<file path="config.mk">
export PLATFORM = sky130hd
export DESIGN_NAME = dfh_csr_responder_flat
export DESIGN_NICKNAME = d
export VERILOG_FILES = /design/src/rtl/dfh_csr_responder_pkg.sv /design/src/rtl/dfh_csr_responder_if.sv /design/src/rtl/dfh_csr_responder_regfile.sv /design/src/rtl/dfh_csr_responder.sv /design/src/flat_wrapper.sv
export SDC_FILE = /design/constraint.sdc
export NUM_CORES = 1
export LEC_CHECK = 0
export CAP_MARGIN = 20
export CORE_ASPECT_RATIO = 2
export CORE_MARGIN = 5
export CORE_UTILIZATION = 48
export DETAILED_ROUTE_END_ITERATION = 10
export GPL_TIMING_DRIVEN = 0
export PLACE_DENSITY_LB_ADDON = 0.12
export SETUP_SLACK_MARGIN = 0.05
export SLEW_MARGIN = 20
export SYNTH_ARGS = -nofsm -noshare
export SYNTH_HDL_FRONTEND = slang
export SYNTH_HIERARCHICAL = 1
export SYNTH_SLANG_ARGS = --single-unit
</file>
<file path="constraint.sdc">
create_clock -name clk -period 2.9 [get_ports clk]
set_input_delay 0.29 -clock clk [delete_from_list [all_inputs] [get_ports clk]]
set_output_delay 0.29 -clock clk [all_outputs]
set_load 0.01 [all_outputs]
</file>
<file path="src/rtl/dfh_csr_responder_pkg.sv">
// Shared types and constants for the DFH CSR responder: DFH header layout,
// fixed register offsets, AXI response codes and channel FSM states.
package dfh_csr_pkg;

    typedef struct packed {
        logic [3:0]  feature_type;
        logic [18:0] rsvd;
        logic        eol;
        logic [23:0] next_offset;
        logic [3:0]  rev;
        logic [11:0] id;
    } dfh_t;

    localparam int unsigned DFH_ADDR    = 'h0;
    localparam int unsigned GUID_L_ADDR = 'h8;
    localparam int unsigned GUID_H_ADDR = 'h10;

    localparam logic [3:0] DFH_FEATURE_TYPE = 4'h1;

    localparam logic [1:0] RESP_OKAY   = 2'b00;
    localparam logic [1:0] RESP_SLVERR = 2'b10;

    typedef enum logic {W_IDLE, W_RESP} w_state_e;
    typedef enum logic {R_IDLE, R_RESP} r_state_e;

    // Assemble the DFH word from the per-instance feature fields.
    function automatic dfh_t make_dfh(input logic [11:0] id,
                                      input logic [3:0]  rev,
                                      input logic [23:0] next_offset,
                                      input logic        eol);
        dfh_t d;
        d.feature_type = DFH_FEATURE_TYPE;
        d.rsvd         = '0;
        d.eol          = eol;
        d.next_offset  = next_offset;
        d.rev          = rev;
        d.id           = id;
        return d;
    endfunction

endpackage

</file>
<file path="src/rtl/dfh_csr_responder_if.sv">
// AXI4-Lite (64-bit data) bus bundle between the MMIO fabric and the
// DFH CSR responder.
interface dfh_csr_responder_if #(
    parameter int ADDR_W = 16
) ();
    logic              awvalid;
    logic              awready;
    logic [ADDR_W-1:0] awaddr;
    logic              wvalid;
    logic              wready;
    logic [63:0]       wdata;
    logic [7:0]        wstrb;
    logic              bvalid;
    logic              bready;
    logic [1:0]        bresp;
    logic              arvalid;
    logic              arready;
    logic [ADDR_W-1:0] araddr;
    logic              rvalid;
    logic              rready;
    logic [63:0]       rdata;
    logic [1:0]        rresp;

    modport master (
        output awvalid, awaddr, wvalid, wdata, wstrb, bready, arvalid, araddr, rready,
        input  awready, wready, bvalid, bresp, arready, rvalid, rdata, rresp
    );

    modport slave (
        input  awvalid, awaddr, wvalid, wdata, wstrb, bready, arvalid, araddr, rready,
        output awready, wready, bvalid, bresp, arready, rvalid, rdata, rresp
    );
endinterface

</file>
<file path="src/rtl/dfh_csr_responder_regfile.sv">
// Register file for one DFH feature: address decode, read mux and the
// byte-strobed scratch register. Only addr[ADDR_W-1:3] takes part in decode.
// Optional: DFH_CSR_SLVERR_EN makes unmapped reads and writes to unmapped or
// read-only offsets answer SLVERR instead of OKAY.
module dfh_csr_regfile
    import dfh_csr_pkg::*;
#(
    parameter int                ADDR_W          = 16,
    parameter logic [127:0]      FEATURE_GUID    = 128'h0,
    parameter logic [ADDR_W-1:0] SCRATCH_ADDR    = 'h18,
    parameter logic [63:0]       SCRATCH_RESET   = 64'h0,
    parameter logic [11:0]       FEATURE_ID      = 12'h0,
    parameter logic [3:0]        FEATURE_REV     = 4'h0,
    parameter logic [23:0]       NEXT_DFH_OFFSET = 24'h0,
    parameter logic              END_OF_LIST     = 1'b1
) (
    input  logic              clk,
    input  logic              rst_n,
    input  logic              we,
    input  logic [ADDR_W-1:0] waddr,
    input  logic [63:0]       wdata,
    input  logic [7:0]        wstrb,
    input  logic [ADDR_W-1:0] raddr,
    output logic [63:0]       rdata,
    output logic [1:0]        rresp,
    output logic [1:0]        bresp,
    output logic [63:0]       scratch
);

    localparam int IW = ADDR_W - 3;

    localparam logic [IW-1:0] DFH_IDX    = IW'(DFH_ADDR >> 3);
    localparam logic [IW-1:0] GUID_L_IDX = IW'(GUID_L_ADDR >> 3);
    localparam logic [IW-1:0] GUID_H_IDX = IW'(GUID_H_ADDR >> 3);
    localparam logic [IW-1:0] SCR_IDX    = SCRATCH_ADDR[ADDR_W-1:3];

    localparam dfh_t DFH_VAL = make_dfh(FEATURE_ID, FEATURE_REV, NEXT_DFH_OFFSET, END_OF_LIST);

    // The scratch register must not alias the fixed header words.
    if ((SCRATCH_ADDR[2:0] != 3'b000) || (SCR_IDX == DFH_IDX) ||
        (SCR_IDX == GUID_L_IDX) || (SCR_IDX == GUID_H_IDX)) begin : g_bad_scratch_addr
        $error("dfh_csr_regfile: SCRATCH_ADDR must be 8-aligned and distinct from 'h0/'h8/'h10");
    end

    logic [IW-1:0] ridx;
    logic [IW-1:0] widx;
    logic          wr_scratch;
    logic [63:0]   scratch_q;
    logic          unused_addr_bits;

    assign ridx             = raddr[ADDR_W-1:3];
    assign widx             = waddr[ADDR_W-1:3];
    assign wr_scratch       = (widx == SCR_IDX);
    assign unused_addr_bits = ^{waddr[2:0], raddr[2:0]};
    assign scratch          = scratch_q;

    // Scratch register: reloads on reset, otherwise updates the strobed lanes on a committed write.
    always_ff @(posedge clk) begin
        if (!rst_n) begin
            scratch_q <= SCRATCH_RESET;
        end else if (we && wr_scratch) begin
            for (int i = 0; i < 8; i++) begin
                if (wstrb[i]) scratch_q[8*i +: 8] <= wdata[8*i +: 8];
            end
        end
    end

    // Read mux; the scratch value seen here is pre-write when a write commits on the same edge.
    always_comb begin
        rdata = '0;
        rresp = RESP_OKAY;
        if (ridx == DFH_IDX) begin
            rdata = DFH_VAL;
        end else if (ridx == GUID_L_IDX) begin
            rdata = FEATURE_GUID[63:0];
        end else if (ridx == GUID_H_IDX) begin
            rdata = FEATURE_GUID[127:64];
        end else if (ridx == SCR_IDX) begin
            rdata = scratch_q;
        end else begin
`ifdef DFH_CSR_SLVERR_EN
            rresp = RESP_SLVERR;
`else
            rresp = RESP_OKAY;
`endif
        end
    end

    // Write response: only the scratch register is writable.
    always_comb begin
`ifdef DFH_CSR_SLVERR_EN
        bresp = wr_scratch ? RESP_OKAY : RESP_SLVERR;
`else
        bresp = RESP_OKAY;
`endif
    end

endmodule

</file>
<file path="src/rtl/dfh_csr_responder.sv">
// AXI4-Lite MMIO responder for a single DFH feature (DFH word, 128-bit GUID,
// one scratch register). Holds independent write and read channel FSMs; the
// register file sits in dfh_csr_regfile.
// Optional: DFH_CSR_SLVERR_EN enables SLVERR responses for unmapped/read-only
// accesses (see dfh_csr_regfile).
module dfh_csr_responder
    import dfh_csr_pkg::*;
#(
    parameter int                ADDR_W          = 16,
    parameter logic [127:0]      FEATURE_GUID    = 128'h0,
    parameter logic [ADDR_W-1:0] SCRATCH_ADDR    = 'h18,
    parameter logic [63:0]       SCRATCH_RESET   = 64'h0,
    parameter logic [11:0]       FEATURE_ID      = 12'h0,
    parameter logic [3:0]        FEATURE_REV     = 4'h0,
    parameter logic [23:0]       NEXT_DFH_OFFSET = 24'h0,
    parameter logic              END_OF_LIST     = 1'b1
) (
    input  logic               clk,
    input  logic               rst_n,
    dfh_csr_responder_if.slave bus,
    output logic [63:0]        scratch_o
);

    w_state_e          w_state;
    w_state_e          w_next;
    logic              aw_held;
    logic              w_held;
    logic [ADDR_W-1:0] aw_addr;
    logic [63:0]       w_data;
    logic [7:0]        w_strb;
    logic [1:0]        bresp_q;
    logic              commit;
    logic              aw_fire;
    logic              w_fire;

    r_state_e          r_state;
    r_state_e          r_next;
    logic [63:0]       rdata_q;
    logic [1:0]        rresp_q;
    logic              ar_fire;

    logic [63:0]       rf_rdata;
    logic [1:0]        rf_rresp;
    logic [1:0]        rf_bresp;

    dfh_csr_regfile #(
        .ADDR_W          (ADDR_W),
        .FEATURE_GUID    (FEATURE_GUID),
        .SCRATCH_ADDR    (SCRATCH_ADDR),
        .SCRATCH_RESET   (SCRATCH_RESET),
        .FEATURE_ID      (FEATURE_ID),
        .FEATURE_REV     (FEATURE_REV),
        .NEXT_DFH_OFFSET (NEXT_DFH_OFFSET),
        .END_OF_LIST     (END_OF_LIST)
    ) u_regfile (
        .clk     (clk),
        .rst_n   (rst_n),
        .we      (commit),
        .waddr   (aw_addr),
        .wdata   (w_data),
        .wstrb   (w_strb),
        .raddr   (bus.araddr),
        .rdata   (rf_rdata),
        .rresp   (rf_rresp),
        .bresp   (rf_bresp),
        .scratch (scratch_o)
    );

    assign aw_fire = bus.awvalid && bus.awready;
    assign w_fire  = bus.wvalid && bus.wready;
    assign ar_fire = bus.arvalid && bus.arready;

    // Write FSM state register.
    always_ff @(posedge clk) begin
        if (!rst_n) w_state <= W_IDLE;
        else        w_state <= w_next;
    end

    // Write FSM next state and channel outputs; a ready drops once its beat is latched.
    always_comb begin
        w_next      = w_state;
        commit      = 1'b0;
        bus.awready = 1'b0;
        bus.wready  = 1'b0;
        bus.bvalid  = 1'b0;
        bus.bresp   = bresp_q;
        case (w_state)
            W_IDLE: begin
                bus.awready = !aw_held;
                bus.wready  = !w_held;
                if (aw_held && w_held) begin
                    commit = 1'b1;
                    w_next = W_RESP;
                end
            end
            W_RESP: begin
                bus.bvalid = 1'b1;
                if (bus.bready) w_next = W_IDLE;
            end
            default: w_next = W_IDLE;
        endcase
    end

    // AW/W capture latches and the response code sampled at commit.
    always_ff @(posedge clk) begin
        if (!rst_n) begin
            aw_held <= 1'b0;
            w_held  <= 1'b0;
            aw_addr <= '0;
            w_data  <= '0;
            w_strb  <= '0;
            bresp_q <= RESP_OKAY;
        end else begin
            if (aw_fire) begin
                aw_held <= 1'b1;
                aw_addr <= bus.awaddr;
            end
            if (w_fire) begin
                w_held <= 1'b1;
                w_data <= bus.wdata;
                w_strb <= bus.wstrb;
            end
            if (commit) begin
                aw_held <= 1'b0;
                w_held  <= 1'b0;
                bresp_q <= rf_bresp;
            end
        end
    end

    // Read FSM state register.
    always_ff @(posedge clk) begin
        if (!rst_n) r_state <= R_IDLE;
        else        r_state <= r_next;
    end

    // Read FSM next state and channel outputs.
    always_comb begin
        r_next      = r_state;
        bus.arready = 1'b0;
        bus.rvalid  = 1'b0;
        bus.rdata   = rdata_q;
        bus.rresp   = rresp_q;
        case (r_state)
            R_IDLE: begin
                bus.arready = 1'b1;
                if (bus.arvalid) r_next = R_RESP;
            end
            R_RESP: begin
                bus.rvalid = 1'b1;
                if (bus.rready) r_next = R_IDLE;
            end
            default: r_next = R_IDLE;
        endcase
    end

    // Read data capture on the AR handshake; held until the R handshake.
    always_ff @(posedge clk) begin
        if (!rst_n) begin
            rdata_q <= '0;
            rresp_q <= RESP_OKAY;
        end else if (ar_fire) begin
            rdata_q <= rf_rdata;
            rresp_q <= rf_rresp;
        end
    end

endmodule

</file>
<file path="src/flat_wrapper.sv">
// flat-port wrapper written by rule: the top's interface ports become plain ports
module dfh_csr_responder_flat import dfh_csr_pkg::*;
#(
    parameter int                ADDR_W          = 16,
    parameter logic [127:0]      FEATURE_GUID    = 128'h0,
    parameter logic [ADDR_W-1:0] SCRATCH_ADDR    = 'h18,
    parameter logic [63:0]       SCRATCH_RESET   = 64'h0,
    parameter logic [11:0]       FEATURE_ID      = 12'h0,
    parameter logic [3:0]        FEATURE_REV     = 4'h0,
    parameter logic [23:0]       NEXT_DFH_OFFSET = 24'h0,
    parameter logic              END_OF_LIST     = 1'b1
)
  (clk, rst_n, scratch_o, bus_awvalid, bus_awaddr, bus_wvalid, bus_wdata, bus_wstrb, bus_bready, bus_arvalid, bus_araddr, bus_rready, bus_awready, bus_wready, bus_bvalid, bus_bresp, bus_arready, bus_rvalid, bus_rdata, bus_rresp);
  dfh_csr_responder_if #(.ADDR_W(ADDR_W)) bus_i ();
  input  logic clk;
  input  logic rst_n;
  output logic [63:0] scratch_o;
  input wire logic [$bits(bus_i.awvalid)-1:0] bus_awvalid;
  input wire logic [$bits(bus_i.awaddr)-1:0] bus_awaddr;
  input wire logic [$bits(bus_i.wvalid)-1:0] bus_wvalid;
  input wire logic [$bits(bus_i.wdata)-1:0] bus_wdata;
  input wire logic [$bits(bus_i.wstrb)-1:0] bus_wstrb;
  input wire logic [$bits(bus_i.bready)-1:0] bus_bready;
  input wire logic [$bits(bus_i.arvalid)-1:0] bus_arvalid;
  input wire logic [$bits(bus_i.araddr)-1:0] bus_araddr;
  input wire logic [$bits(bus_i.rready)-1:0] bus_rready;
  output wire logic [$bits(bus_i.awready)-1:0] bus_awready;
  output wire logic [$bits(bus_i.wready)-1:0] bus_wready;
  output wire logic [$bits(bus_i.bvalid)-1:0] bus_bvalid;
  output wire logic [$bits(bus_i.bresp)-1:0] bus_bresp;
  output wire logic [$bits(bus_i.arready)-1:0] bus_arready;
  output wire logic [$bits(bus_i.rvalid)-1:0] bus_rvalid;
  output wire logic [$bits(bus_i.rdata)-1:0] bus_rdata;
  output wire logic [$bits(bus_i.rresp)-1:0] bus_rresp;
  assign bus_i.awvalid = bus_awvalid;
  assign bus_i.awaddr = bus_awaddr;
  assign bus_i.wvalid = bus_wvalid;
  assign bus_i.wdata = bus_wdata;
  assign bus_i.wstrb = bus_wstrb;
  assign bus_i.bready = bus_bready;
  assign bus_i.arvalid = bus_arvalid;
  assign bus_i.araddr = bus_araddr;
  assign bus_i.rready = bus_rready;
  assign bus_awready = bus_i.awready;
  assign bus_wready = bus_i.wready;
  assign bus_bvalid = bus_i.bvalid;
  assign bus_bresp = bus_i.bresp;
  assign bus_arready = bus_i.arready;
  assign bus_rvalid = bus_i.rvalid;
  assign bus_rdata = bus_i.rdata;
  assign bus_rresp = bus_i.rresp;
  dfh_csr_responder #(.ADDR_W(ADDR_W), .FEATURE_GUID(FEATURE_GUID), .SCRATCH_ADDR(SCRATCH_ADDR), .SCRATCH_RESET(SCRATCH_RESET), .FEATURE_ID(FEATURE_ID), .FEATURE_REV(FEATURE_REV), .NEXT_DFH_OFFSET(NEXT_DFH_OFFSET), .END_OF_LIST(END_OF_LIST)) u_core (.clk(clk), .rst_n(rst_n), .bus(bus_i), .scratch_o(scratch_o));
endmodule
</file>
# ---- After elaboration in Yosys (flattened, before gate mapping)
# Index checks and enable logic that the tools add are counted.
dict set report word_totals {
  elab_cells 56
  in_bits 111
  out_inout_bits 137
  ff_bits 220
}
dict set report classes {
  muxes 16
  n_reduce_logical 17
  n_eq_ne 4
  bitwise 3
}
# op n
set ops {}
lappend ops {{$mux 64} 4}
lappend ops {{$eq 13x2->1 const B} 3}
lappend ops {{$reduce_and 2->1} 8}
lappend ops {{$eq 13x1->1 const B} 1}
lappend ops {{$logic_not 13->1} 1}
lappend ops {{$mux 1} 10}
lappend ops {{$logic_and 1x1->1} 5}
lappend ops {{$pmux 1 s2} 2}
lappend ops {{$not 1->1} 3}
lappend ops {{$logic_not 1->1} 2}
lappend ops {{$reduce_or 2->1} 1}

# ---- Longest topological paths before layout
# Gate-level depths: netlist of the first run.
dict set report depth {
  ltp_word 5
  ltp_mapped 6
  mapped_depth_nobuf 5
}

# ---- By module
# The synthesis of the first run kept the hierarchy.
# module cells_each instances area_per_inst_um2 seq_area_each_um2
set modules_own_cells {}
lappend modules_own_cells {dfh_csr_responder 706 1 5836.8 3203.1}
lappend modules_own_cells {dfh_csr_regfile 376 1 3261.9 1281.2}

# ---- Worst setup path after synthesis of the first run
# Ideal clock, no wire load.
dict set report synth_path {
  kind {register -> register}
  from {reg u_core.w_state}
  to {reg u_core.u_regfile.scratch_q[0], in the netlist u_core/u_regfile/scratch[0]}
  arrival_ns 2.155
  period_less_slack_ns 2.227
  required_time_ns 2.828
  path_stages_with_launch 7
  path_buffers 1
  setup_ns 0.072
  path_slack_ns 0.673
  path_cell_list {dfxtp_1 > nand3b_1 > inv_1 > or4b_1 > buf_6 > nor4_4 > mux2i_1}
}
dict set report synth_between {
  elab_chain_len 3
}
# element line_no
set synth_rtl {}
lappend synth_rtl {{from (decl)} dfh_csr_responder.sv:24} ;# w_state_e w_state;
lappend synth_rtl {{from (signal assigned)} dfh_csr_responder.sv:76} ;# else w_state <= w_next;
lappend synth_rtl {{$mux 1} dfh_csr_responder.sv:87} ;# case (w_state)
lappend synth_rtl {{net u_core.commit} dfh_csr_responder.sv:32} ;# logic commit;
lappend synth_rtl {{$logic_and 1x1->1} dfh_csr_responder_regfile.sv:61} ;# end else if (we && wr_scratch) begin
lappend synth_rtl {{$reduce_and 2->1 (no source line)} --}
lappend synth_rtl {{to (signal, indexed assignment)} dfh_csr_responder_regfile.sv:63} ;# if (wstrb[i]) scratch_q[8*i +: 8] <= wdata[8*i +: 8];
lappend synth_rtl {{to (decl)} dfh_csr_responder_regfile.sv:48} ;# logic [63:0] scratch_q;
# The timed path passes the listed nets, and every way through them passes these cells.
# A chain may end at the register's enable or synchronous reset.

# ---- Worst setup path in the final report of the first run
dict set report layout_path {
  from {reg u_core.w_state}
  to {reg u_core.u_regfile.scratch_q[14], in the netlist u_core/u_regfile/scratch[14]}
}
# The elaborated chain is that of the path after synthesis.

==> results of run 1 <==
## timing repair
item | CTS | global route
pin swaps | 1 | 3
resized for setup | 0 | 0
hold buffers | 0 | 0
endpoints found under the setup margin | 1 | 13
## power by group through the flow
| stage | sequential, uW | clock [uW] | combinational (uW) |
|---|---|---|---|
| finish | 3180 | 2550 | 600 |
| global route | 3190 | 2740 | 656 |
| CTS | 3180 | 2610 | 604 |
| detailed placement | 3250 | 0 | 601 |
| global placement | 3240 | 0 | 593 |
| floorplan | 3230 | 0 | 318 |
## routing by layer
layer  part of all wire (%)  track usage, %  vias up
met4                    3.7            10.2        0
met5                      0               0        -
met2                     55            47.5      224
li1                       -               -     4039
met3                    5.0            3.90       60
met1                     36            25.4     3698
## layout by cell type (no fill, tap or decap), types with 11 or more instances in the layout
| cell type | count |
|---|---|
| dfxtp_1 | 221 |
| mux2i_1 | 64 |
| o21ai_0 | 72 |
| and2_1 | 64 |
| a21boi_0 | 67 |
| buf_4 | 11 |
| clkbuf_1 | 58 |
| o21ai_1 | 17 |
| clkdlybuf4s50_1 | 240 |
| clkbuf_16 | 21 |
| nand3_1 | 89 |
| nand2_1 | 348 |
| buf_2 | 24 |
## stage by stage
| step | cell area (um2) | hold WS, ns | std cells | setup TNS, ns |
|---|---|---|---|---|
| 2_1_floorplan | 9010 | 0.420 | 1073 | 0 |
| 3_3_place_gp | 11700 | 0.433 | 1532 | -24.98 |
| 3_5_place_dp | 11700 | 0.440 | 1532 | -5.14 |
| 4_1_cts | 12300 | 0.327 | 1568 | 0 |
| 5_1_grt | 12300 | 0.365 | 1569 | 0 |
| 6_report | 12300 | 0.362 | 1569 | 0 |
## registers in the layout (all words and copies together), names as in the netlist
name	count
u_core/w_held	1
u_core/u_regfile/scratch	64
u_core/bus.bresp	2
u_core/aw_held	1
u_core/bus.rresp	2
u_core/bus.rdata	64
u_core/w_state	1
u_core/r_state	1
u_core/w_strb	8
u_core/aw_addr	13
u_core/w_data	64
## how the worst max path moves through the flow
stage	startpoint	endpoint
2_1_floorplan	u_core/w_state$_SDFF_PN0_	u_core/u_regfile/scratch[0]$_SDFFE_PN0P_
3_3_place_gp	bus_araddr[13]	u_core/bus.rdata[16]$_SDFFE_PN0P_
3_5_place_dp	bus_araddr[13]	u_core/bus.rdata[13]$_SDFFE_PN0P_
4_1_cts	u_core/w_state$_SDFF_PN0_	u_core/u_regfile/scratch[58]$_SDFFE_PN0P_
5_1_grt	u_core/w_state$_SDFF_PN0_	u_core/u_regfile/scratch[24]$_SDFFE_PN0P_
6_report	u_core/w_state$_SDFF_PN0_	u_core/u_regfile/scratch[14]$_SDFFE_PN0P_
## layout make-up
type,instances,area share [%]
Inverter,3,0.0914
Clock buffer,33,4.96
Tap cell,219,2.22
Timing Repair Buffer,240,19.5
Buffer,87,3.35
Multi-Input combinational cell,762,33.8
Clock inverter,3,0.122
Antenna cell,1,0.0203
Sequential cell,221,35.9
## worst reg2reg max path: stages (launching register included)
cell      delay (ns)
dfxtp_1         0.39
nand3b_1        0.35
inv_1           0.22
or4b_1          0.47
buf_6           0.19
nor4_4          0.75
mux2i_1         0.27
==> results.cfg, run 1 <==
[worst_setup_path]
regToRegSetupSlack_ns = 0.18
cp_top_family = simple AND/OR/NAND/NOR gates
worstPathArrival_ns = 3.13
cp_slowest_cell = nor4_4
r2r.worst_path.cells = 6
path_cells = nand3b_1, inv_1, or4b_1, buf_6, nor4_4, mux2i_1
path_max_fanout = 8
crit_path_end_kind = flip-flop
path_buf_inv = 2
max_stage_delay_ns = 0.74
worstSetupPathType = reg -> reg
worstPathRequired_ns = 3.31
r2r-start = u_core/w_state$_SDFF_PN0_
startpoint_type = flip-flop
reg2reg_to = u_core/u_regfile/scratch[14]$_SDFFE_PN0P_
path_depth = 6

[pwr]
powerDensity_nw_per_um2 = 514
p_int_uw = 4830
total_power_uw = 6330
seqPwrFrac_pct = 50.2
clkPwrFrac_pct = 40.3
combinationalPowerShare_pct = 9.5
power_leakage_uw = 0.00420
p_switching_uw = 1500
max-vdd-ir-drop_mv = 0.584
swShare_pct = 23.8

[route]
first_pass_iters = 4
drt-total-wl_um = 27500
drt-wirelength-per-cell_um = 17.5
viasPerCell = 5.11
drc = 0
ant_nets = 0
route.vias.total = 8021
drt_iter0_drc = 303

[cells_and_area]
area_growth_pct = 36.9
regArea_um2 = 4420
nNetsFinal = 1446
multi_input_area_um2 = 4170
filler_cell_count = 1646
drive_above_1_share_pct = 6.30
postLayoutCoreUtil_pct = 66.0

[clock_tree]
cts_sinks = 221
cts_buffers = 20
cts_tree = yes
clkLatencyLatePin_ns = 0.49
cts_max_path_buffers = 3
htreeDepth = 1
path_clk_slew_ns = 0.07
cts_setup_buffers = 0
root_buffer = clkbuf_16

[grt]
grt_pass1_vias = 7991
grt_pass1_wl_um = 41900
grt_max_degree = 16
antenna_found_initial = 1
globalRouteOverflowTotal = 0
grt_usage_pct = 24.5

[die]
die_w_um = 107
die_h_um = 204
ios = 248
dieArea_um2 = 21700
row_count = 71
start_util_pct = 48.2
coreArea_um2 = 18700

[sta]
drv_slew = 0
layout_worst_path_cycle_share_pct = 93.9
fin_ws_ns = 0.176
rsz0062_at_grt = false
worstMarginPinSlew_ns = 0.956
finalSetupViolCount = 0
relSlewSlack_pct = 35.8
skew_ns = 0.00954
fmax_mhz = 367
finalHoldViolCount = 0
fin_crit_ns = 2.72

[yosys]
syn_area_um2 = 9000
ys_warn_count = 6
syn_inst = 1070
avgSynthCellArea_um2 = 8.41

[min_path]
min_path_type = in -> reg
min_to = u_core/u_regfile/scratch[8]$_SDFFE_PN0P_
min_from = rst_n
hold-path-cell-count = 3

[status]
status = finished clean

[placed_design]
pre_cts_ws_ns = -0.215
dpl.hpwl_um = 20900
gp_congestion = 0.852
port_buffers = 240

[job]
cap_violations = 0
Power figures use the tool's default switching activity.
==> inputs of run 2 (changes only) <==
Settings changed: REMOVE_ABC_BUFFERS set to 1.
==> run 2 against run 1 <==
Against the previous run:
- register-to-register slack improved by 0.13 ns
- fmax increased by 5.0%
- first-iteration DRC count decreased by 6.6%
- wire length decreased by 15%
- sequential power about the same
- setup slack improved by 0.13 ns
- critical path type unchanged
- combinational power decreased by 6.5%
- largest power group unchanged
- sequential cell count unchanged
- sequential share of layout area decreased by 0.25 points
==> results.cfg, run 2 (same netlist as run 1, synthesis figures left out) <==
[status]
status = finished clean

[placed_design]
placed_area_um2 = 11600
dpl.hpwl_um = 16200
dp_cells = 1463
gp_congestion = 0.750
port_buffers = 241

[pwr]
power_leakage_uw = 0.00421
max-vdd-ir-drop_mv = 0.541
total_power_uw = 6420
powerDensity_nw_per_um2 = 517

[route]
first_pass_iters = 4
viasPerCell = 5.05
drt_iter0_drc = 283
drt-total-wl_um = 23300
route.vias.total = 7610
drc = 0
drt-wirelength-per-cell_um = 15.4
ant_nets = 0

[grt]
grt_pass1_vias = 7433
grt_max_degree = 154
grt_pass1_wl_um = 37000
globalRouteOverflowTotal = 0
grt_usage_pct = 20.8
antenna_found_initial = 2

[sta]
fmax_mhz = 385
layout_worst_path_cycle_share_pct = 89.5
rsz0062_at_grt = false
worstMarginPinSlew_ns = 0.940
finalHoldViolCount = 0
relSlewSlack_pct = 37.0
skew_ns = 0.00577
hold_slack_ns = 0.300
fin_crit_ns = 2.60
finalSetupViolCount = 0
drv_slew = 0

[clock_tree]
cts_max_path_buffers = 3
cts_sinks = 221
holdBufCountCts = 0
path_clk_slew_ns = 0.06
cts_tree = yes
root_buffer = clkbuf_16
cts_buffers = 21
htreeDepth = 1
ctsResizeCount = 0
clkLatencyLatePin_ns = 0.49

[worst_setup_path]
path_max_fanout = 8
r2r.worst_path.cells = 6
worstPathRequired_ns = 3.31
worstSetupPathType = reg -> reg
startpoint_type = flip-flop
crit_path_end_kind = flip-flop
critPathLaunch = u_core/w_state$_SDFF_PN0_
worstPathArrival_ns = 3.00
r2r-start = u_core/w_state$_SDFF_PN0_

[cells_and_area]
final_cell_mix = nand2_1 (348), clkdlybuf4s50_1 (240), dfxtp_1 (221), nand3_1 (89), o21ai_0 (72)
nNetsFinal = 1386
postLayoutCoreUtil_pct = 66.5
fin_area_um2 = 12400
multi_input_area_um2 = 4190
filler_cell_count = 1606
area_growth_pct = 37.9
drive_above_1_share_pct = 6.14
regArea_um2 = 4420
post_layout_nonfiller_instances = 1508
final_common_cell = nand2_1

[die]
coreArea_um2 = 18700
die_w_um = 107
row_count = 71
ios = 248
die_h_um = 204
dieArea_um2 = 21700
start_util_pct = 48.2

[min_path]
hold-path-cell-count = 3
min_from = rst_n
min_path_type = in -> reg

[job]
cap_violations = 0
-- run 2: changes by cell type in the layout (fill, tap and decap cells not counted), sizes merged --
cell      change
buf          -11
bufinv        +2
clkbuf       -56
clkinv        +1
clkinvlp      +1
diode         +1
inv           +1
-- run 2: power by group --
part / total (uW) / switching (uW) / internal, uW
registers: 3170 / 49.9 / 3130
clock network: 2680 / 1120 / 1560
logic: 561 / 296 / 265
total: 6420 / 1470 / 4950
-- run 2: critical path, cell delays in order (launching register included) --
cell and delay (ns):
dfxtp_1 0.40, nand3b_1 0.32, inv_1 0.13, or4b_1 0.83, nor4_4 0.45, buf_12 0.18, mux2i_1 0.19
-- run 2: layer usage --
layer | vias up | share of wire [%] | GRT usage [%]
li1 | 3918 | - | -
met1 | 3488 | 38 | 22.8
met2 | 167 | 54 | 39.5
met3 | 37 | 5.3 | 3.93
met4 | 0 | 2.5 | 6.72
met5 | - | 0 | 0
-- run 2: final cells by class --
class / instances / share of cell area (%)
sequential: 221 / 35.7
multi-input combinational: 762 / 33.8
timing repair buffer: 266 / 22.9
clock buffer: 27 / 4.58
tap: 219 / 2.21
clock inverter: 8 / 0.776
inverter: 3 / 0.0908
antenna: 2 / 0.0403
-- run 2: repair_timing --
| action | 4_1_cts | 5_1_grt |
|---|---|---|
| setup endpoints to repair | 57 | 34 |
| setup buffers | 3 | 5 |
| pin swaps | 5 | 5 |
-- run 2: worst paths after layout --
path                                                    end  slack, ns
setup / recovery  u_core/u_regfile/scratch[49]$_SDFFE_PN0P_       0.30
hold / removal               u_core/w_data[33]$_SDFFE_PN0P_       0.30
hold reg to reg              u_core/aw_addr[5]$_SDFFE_PN0P_       0.45
setup reg to reg  u_core/u_regfile/scratch[49]$_SDFFE_PN0P_       0.30
-- run 2: metrics by stage --
stage,setup WS (ns),setup TNS (ns)
global placement,-6.75,-1425.06
global route,0.129,0
finish,0.304,0
CTS,0.0964,0
floorplan,-0.396,-42.72
detailed placement,-0.0136,-0.0360
